--- src/rtl/ram_read_arbiter.sv ---
// ram_read_arbiter: shares one RAM read port between the UART and HDR requesters.
// Round-robin grant, one outstanding read, and a watchdog that aborts a lost read.
module ram_read_arbiter #(
  parameter int ADDR_W         = 25,
  parameter int DATA_W         = 128,
  parameter int TIMEOUT_CYCLES = 1024
) (
  input  logic              clk,
  input  logic              rst,
  input  logic              uart_rd_req,
  input  logic [ADDR_W-1:0] uart_rd_address,
  output logic              uart_ack,
  output logic              uart_rd_data_valid,
  input  logic              hdr_rd_req,
  input  logic [ADDR_W-1:0] hdr_rd_address,
  output logic              hdr_ack,
  output logic              hdr_rd_data_valid,
  output logic [DATA_W-1:0] rd_data,
  output logic              ram_rd_req,
  output logic [ADDR_W-1:0] ram_rd_address,
  input  logic              ram_ack,
  input  logic [DATA_W-1:0] ram_rd_data,
  input  logic              ram_rd_data_valid,
  input  logic              ram_busy,
  output logic              timeout_err
);

  localparam int CNT_W = (TIMEOUT_CYCLES > 1) ? $clog2(TIMEOUT_CYCLES) : 1;
  localparam logic [CNT_W-1:0] CNT_LAST = CNT_W'(TIMEOUT_CYCLES - 1);
  localparam logic GNT_UART = 1'b0;
  localparam logic GNT_HDR  = 1'b1;

  typedef enum logic [1:0] {
    IDLE      = 2'd0,
    ISSUE     = 2'd1,
    WAIT_DATA = 2'd2
  } state_e;

  state_e            state_q, state_d;
  logic              grant_q, grant_d;
  logic              last_grant_q, last_grant_d;
  logic [ADDR_W-1:0] addr_q, addr_d;
  logic [CNT_W-1:0]  cnt_q, cnt_d;
  logic              timeout_q, timeout_d;
  logic              any_req;
  logic              pick;

  assign any_req = uart_rd_req | hdr_rd_req;
  // On a tie the requester that was not served last wins.
  assign pick = (uart_rd_req & hdr_rd_req) ? ~last_grant_q : hdr_rd_req;

  always_ff @(posedge clk or posedge rst) begin
    if (rst) begin
      state_q      <= IDLE;
      grant_q      <= GNT_UART;
      last_grant_q <= GNT_HDR;
      addr_q       <= '0;
      cnt_q        <= '0;
      timeout_q    <= 1'b0;
    end else begin
      state_q      <= state_d;
      grant_q      <= grant_d;
      last_grant_q <= last_grant_d;
      addr_q       <= addr_d;
      cnt_q        <= cnt_d;
      timeout_q    <= timeout_d;
    end
  end

  always_comb begin
    state_d      = state_q;
    grant_d      = grant_q;
    last_grant_d = last_grant_q;
    addr_d       = addr_q;
    cnt_d        = cnt_q;
    timeout_d    = 1'b0;
    case (state_q)
      IDLE: begin
        if (!ram_busy && any_req) begin
          grant_d = pick;
          addr_d  = pick ? hdr_rd_address : uart_rd_address;
          state_d = ISSUE;
        end
      end
      ISSUE: begin
        if (ram_ack) begin
          cnt_d   = '0;
          state_d = WAIT_DATA;
        end
      end
      WAIT_DATA: begin
        cnt_d = cnt_q + CNT_W'(1);
        if (ram_rd_data_valid) begin
          last_grant_d = grant_q;
          state_d      = IDLE;
        end else if (cnt_q == CNT_LAST) begin
          timeout_d    = 1'b1;
          last_grant_d = grant_q;
          state_d      = IDLE;
        end
      end
      default: state_d = IDLE;
    endcase
  end

  assign ram_rd_req         = (state_q == ISSUE);
  assign ram_rd_address     = addr_q;
  assign timeout_err        = timeout_q;
  assign rd_data            = ram_rd_data;
  assign uart_ack           = ram_ack & (state_q == ISSUE) & (grant_q == GNT_UART);
  assign hdr_ack            = ram_ack & (state_q == ISSUE) & (grant_q == GNT_HDR);
  assign uart_rd_data_valid = ram_rd_data_valid & (state_q == WAIT_DATA) & (grant_q == GNT_UART);
  assign hdr_rd_data_valid  = ram_rd_data_valid & (state_q == WAIT_DATA) & (grant_q == GNT_HDR);

endmodule

--- config.mk ---
export PLATFORM = sky130hd
export DESIGN_NAME = ram_read_arbiter
export DESIGN_NICKNAME = d
export VERILOG_FILES = /design/src/rtl/ram_read_arbiter.sv
export SDC_FILE = /design/constraint.sdc
export NUM_CORES = 1
export LEC_CHECK = 0
export CAP_MARGIN = 20
export CORE_AREA = 2 2 133 135
export CTS_BUF_LIST = sky130_fd_sc_hd__clkbuf_2
export CTS_CLUSTER_SIZE = 20
export DETAILED_ROUTE_END_ITERATION = 6
export DIE_AREA = 0 0 135 137
export SYNTH_ARGS = -nofsm -noshare
export SYNTH_HDL_FRONTEND = slang
export SYNTH_SLANG_ARGS = --single-unit
--- constraint.sdc ---
create_clock -name clk -period 4.6 [get_ports clk]
set_clock_uncertainty 0.05 [all_clocks]
set_input_delay 0.92 -clock clk [delete_from_list [all_inputs] [get_ports clk]]
set_output_delay 0.92 -clock clk [all_outputs]
set_load 0.02 [all_outputs]
Word-level counts from Yosys, hierarchy flattened
Index checks and enable logic that the tools add are counted.

storage, ports and cells
  input port bits = 185
  memories kept = 0
  register bits = 40
  word-level logic and storage cells = 46
  bits in writable memories = 0
  output and inout bits = 159
  memory bits (read-only) = 0
  bits in latches = 0

operators by class
  $lt $le $gt $ge = 0
  bitwise operators = 10
  shift-type cells = 0
  equal/unequal tests = 6
  divide/modulo/power cells = 0
  add/sub/neg operators = 1
  mux-type cells = 14
  $mul = 0
  reductions and logical operators = 9

operators with widths
  cell                     count
  $mux W25                 1
  $pmux W10 S2             1
  $add A10 B1 Y10 const B  1
  $eq A10 B10 Y1 const B   1
  $mux W10                 1
  $mux W2                  4
  $and A1 B1 Y1            7
  $mux W1                  6
  $pmux W2 S3              1
  $reduce_and A2 Y1        3
  $reduce_bool A2 Y1       2
  $ne A3 B3 Y1 const B     1
  $reduce_and A3 Y1        1
  $eq A2 B1 Y1 const B     1
  $eq A2 B2 Y1 const B     1
  $logic_not A2 Y1         1
  $ne A2 B1 Y1 const B     1
  $ne A2 B2 Y1 const B     1
  $not A1 Y1               2
  $logic_and A1 B1 Y1      1
  $logic_not A1 Y1         1
  $or A1 B1 Y1             1

Depth between registers and ports, before layout
  word-level depth = 4
  mapped depth = 6
  depth with buffers taken out = 4

Least setup slack after synthesis
OpenSTA, ideal clock, no wires.

  path kind = input to output
  start point = in ram_ack
  end point = out uart_ack
  stages on the path = 3
  data arrival time = 1497 ps
  required time = 3630 ps
  setup slack = 2133 ps
  path buffers = 1
  path through = nand3b_1 > clkbuf_1 > nor2_1

between the ends
  word-level cells in the longest chain between the ends = 2

RTL lines
  what                        RTL line  text
  start, declared             21        input logic ram_ack,
  $and A1 B1 Y1 (2 in a row)  110       assign uart_ack = ram_ack & (state_q == ISSUE) & (grant_q == GNT_UART);
  end, declared               12        output logic uart_ack,

No other way between the ends.

Worst setup path in the final report
Same ends and word-level chain as after synthesis.

==> metrics.txt <==
status complete, no violations; Leak 1.23 nW; Worst Reg2Reg Path Length in Cells 3; 1st-iter DRT viols 36; min-delay src cnt_q[7]; vias per cell 3.88; Initial Util 0.180; Antenna Cells 0; antenna violation net count after detailed routing 0; Power Density between 400 and 500 mW/mm2; actual slew at the worst max-slew pin between 0.9 and 1 ns; Max VDD drop ~0.00018 V; Wirelength per Cell between 15 and 20 um; Worst Hold Class reg2reg; startpoint class of the critical path input port; placed insts 476; vias in the first global route between 1,500 and 2,000; global-route wire length before repair 11,500 um; DRC viols 0; worst-path maximum fanout 11; Synth cell types 40; CP arrival 2.58 ns; reg2reg end ram_rd_address[19]; Synth area leaders buf_4 32%, dfrtp_1 32%, mux2_2 19%; Max Cap Viol 0; io pins ~340; TritonCTS Buffers 5; Yosys top cell area share 0.320; largest net degree at the start of global routing 41; Met2 Routed Length between 4000 and 5000 um; Final Hold Fails 0; WS Path Type in2out; CTS Buffer Depth 2; Peak Freq ~0.28 GHz; # hold bufs at CTS 0; antenna violations before repair 1; Clock Latency Late Sink between 0.4 and 0.5 ns; GRT overflow 0; clk slew on worst S/H paths about 0.22 ns; CP endpoint kind primary output; Final period util 0.772; yosys warns 0; Min-Delay Endpoint cnt_q[7]; Seq/Total Area, Yosys 0.326; Setup TNS Final 0 ns; commonest non-fill, non-tap cell in the layout clkdlybuf4s50_1; Yosys top cell by area buf_4; post-cts sizing count 0; met1 WL 2720 um; required time worst endpoint 3.63 ns; RSZ-0062 raised after global routing no; DIE HEIGHT about 140 um; Min Hold Slack 0.441 ns; vias ~1,900; overall routing resource usage 0.0848; drt pass-1 iters 4; R2R setup slack 2.52 ns; I/O Buffers 87; min Tclk post-route around 3.6 ns; uppermost routed layer met5; RD Place Congestion ~0.73; Worst Hold Path Cells 1; # Post-CTS Setup Buffers 0; CTS sink cnt 40; WL final 8020 um; Slew HR 0.345; Layout Cells excl Fill 484; H-tree levels 2; layout cells sized above 1 0.251; Slew Viols, Final 0; Total Nets Final roughly 440; DR WL met3 about 750 um; dpl hpwl between 6000 and 7000 um; synthesized instance count between 300 and 400; CTS tree yes; Worst R2R Start last_grant_q; fill cell count approximately 1,900; Area growth syn-to-layout 7.81%; DIE AREA 0.0185 mm2; most frequent cells in the layout 87 x clkdlybuf4s50_1, 51 x mux2_2, 39 x dfrtp_1; row count between 40 and 50; #FFs+latches synth 40; Mapped Area 0.00308 mm2; root buf cell clkbuf_2; endpoints failing setup 0; Core Region 0.0171 mm2; Syn Area/Cell 10.2 um2; chip width about 140 um; Syn Nets 487
==> synth_stat cells <==
master and number:
a21boi_2 1, a21oi_1 1, a221oi_1 1, a31oi_1 2, and3_1 1, and4b_1 1, buf_2 2, buf_4 131
buf_6 4, clkbuf_1 1, dfrtp_1 39, dfstp_2 1, ha_1 1, inv_1 6, mux2_1 1, mux2_2 51
mux2i_1 2, nand2_1 9, nand2b_1 1, nand2b_4 1, nand3_1 10, nand3b_1 2, nand4_1 2, nor2_1 3
nor2b_1 3, nor3_1 1, nor3_4 1, nor3b_1 1, nor4_1 1, o211ai_1 4, o21a_1 1, o21ai_0 4
o21bai_1 1, o22ai_1 1, o311ai_0 1, o31a_1 1, o31ai_1 1, o41ai_1 1, or3_1 1, or4_1 4
==> layer usage <==
layer	global-route usage	vias up
li1	-	805
met2	0.147	121
met4	0.0503	2
met3	0.0381	57
met1	0.0834	891
met5	0	-
==> worst max-delay path, stage by stage <==
cell             delay, ns
clkdlybuf4s50_1       0.49
nand3b_1              0.35
nor2_1                0.20
clkdlybuf4s50_1       0.63
==> sequential cells by signal (all words and copies together) (netlist names) <==
register / flops
ram_rd_address: 25
timeout_err: 1
cnt_q: 10
last_grant_q: 1
grant_q: 1
state_q: 2
==> logic make-up (layout without fill, tap and decap cells) <==
logic type               after synthesis  in the layout  synth area share
buffers and inverters                144            102             0.346
multiplexers                          54             54             0.197
AND/OR/NAND/NOR                       42             42            0.0809
flip-flops                            40             40             0.326
AO/OA/AOI/OAI                         20             20            0.0464
adder cells (fa/ha/maj)                1              1           0.00407
==> area by class of cell <==
| cell class | instances | area [um2] | area share |
|---|---|---|---|
| Clock buffer | 5 | 25.0 | 0.00754 |
| Clock inverter | 3 | 90.1 | 0.0272 |
| Inverter | 6 | 22.5 | 0.00679 |
| Multi-Input combinational cell | 117 | 1020 | 0.307 |
| Sequential cell | 40 | 1000 | 0.302 |
| Tap cell | 225 | 282 | 0.0849 |
| Timing Repair Buffer | 88 | 878 | 0.265 |
==> stage by stage <==
step           total power, W  cell area, um2  setup WS [ns]  utilization
5_1_grt               0.00166            3320          0.831        0.194
4_1_cts               0.00159            3320           1.02        0.194
2_1_floorplan         0.00109            3080           2.13            -
3_3_place_gp          0.00122            3200           1.09        0.188
6_report              0.00156            3320           1.05        0.194
3_5_place_dp          0.00124            3200           1.07        0.188
==> report_power, final <==
part	switching, W	internal [W]	total, W
logic	0.000291	0.000360	0.000651
registers	0.0000870	0.000478	0.000564
clock network	0.000140	0.000200	0.000341
total	0.000518	0.00104	0.00156
==> worst max path at each step <==
stage,from,endpoint,cells after the start
CTS,state_q[1],uart_rd_data_valid,4
global route,state_q[1],uart_rd_data_valid,4
global placement,ram_ack,uart_ack,4
detailed placement,ram_ack,uart_ack,4
finish,ram_ack,uart_ack,4
floorplan,ram_ack,uart_ack,3
No activity file was read; power rests on OpenSTA's default activity.
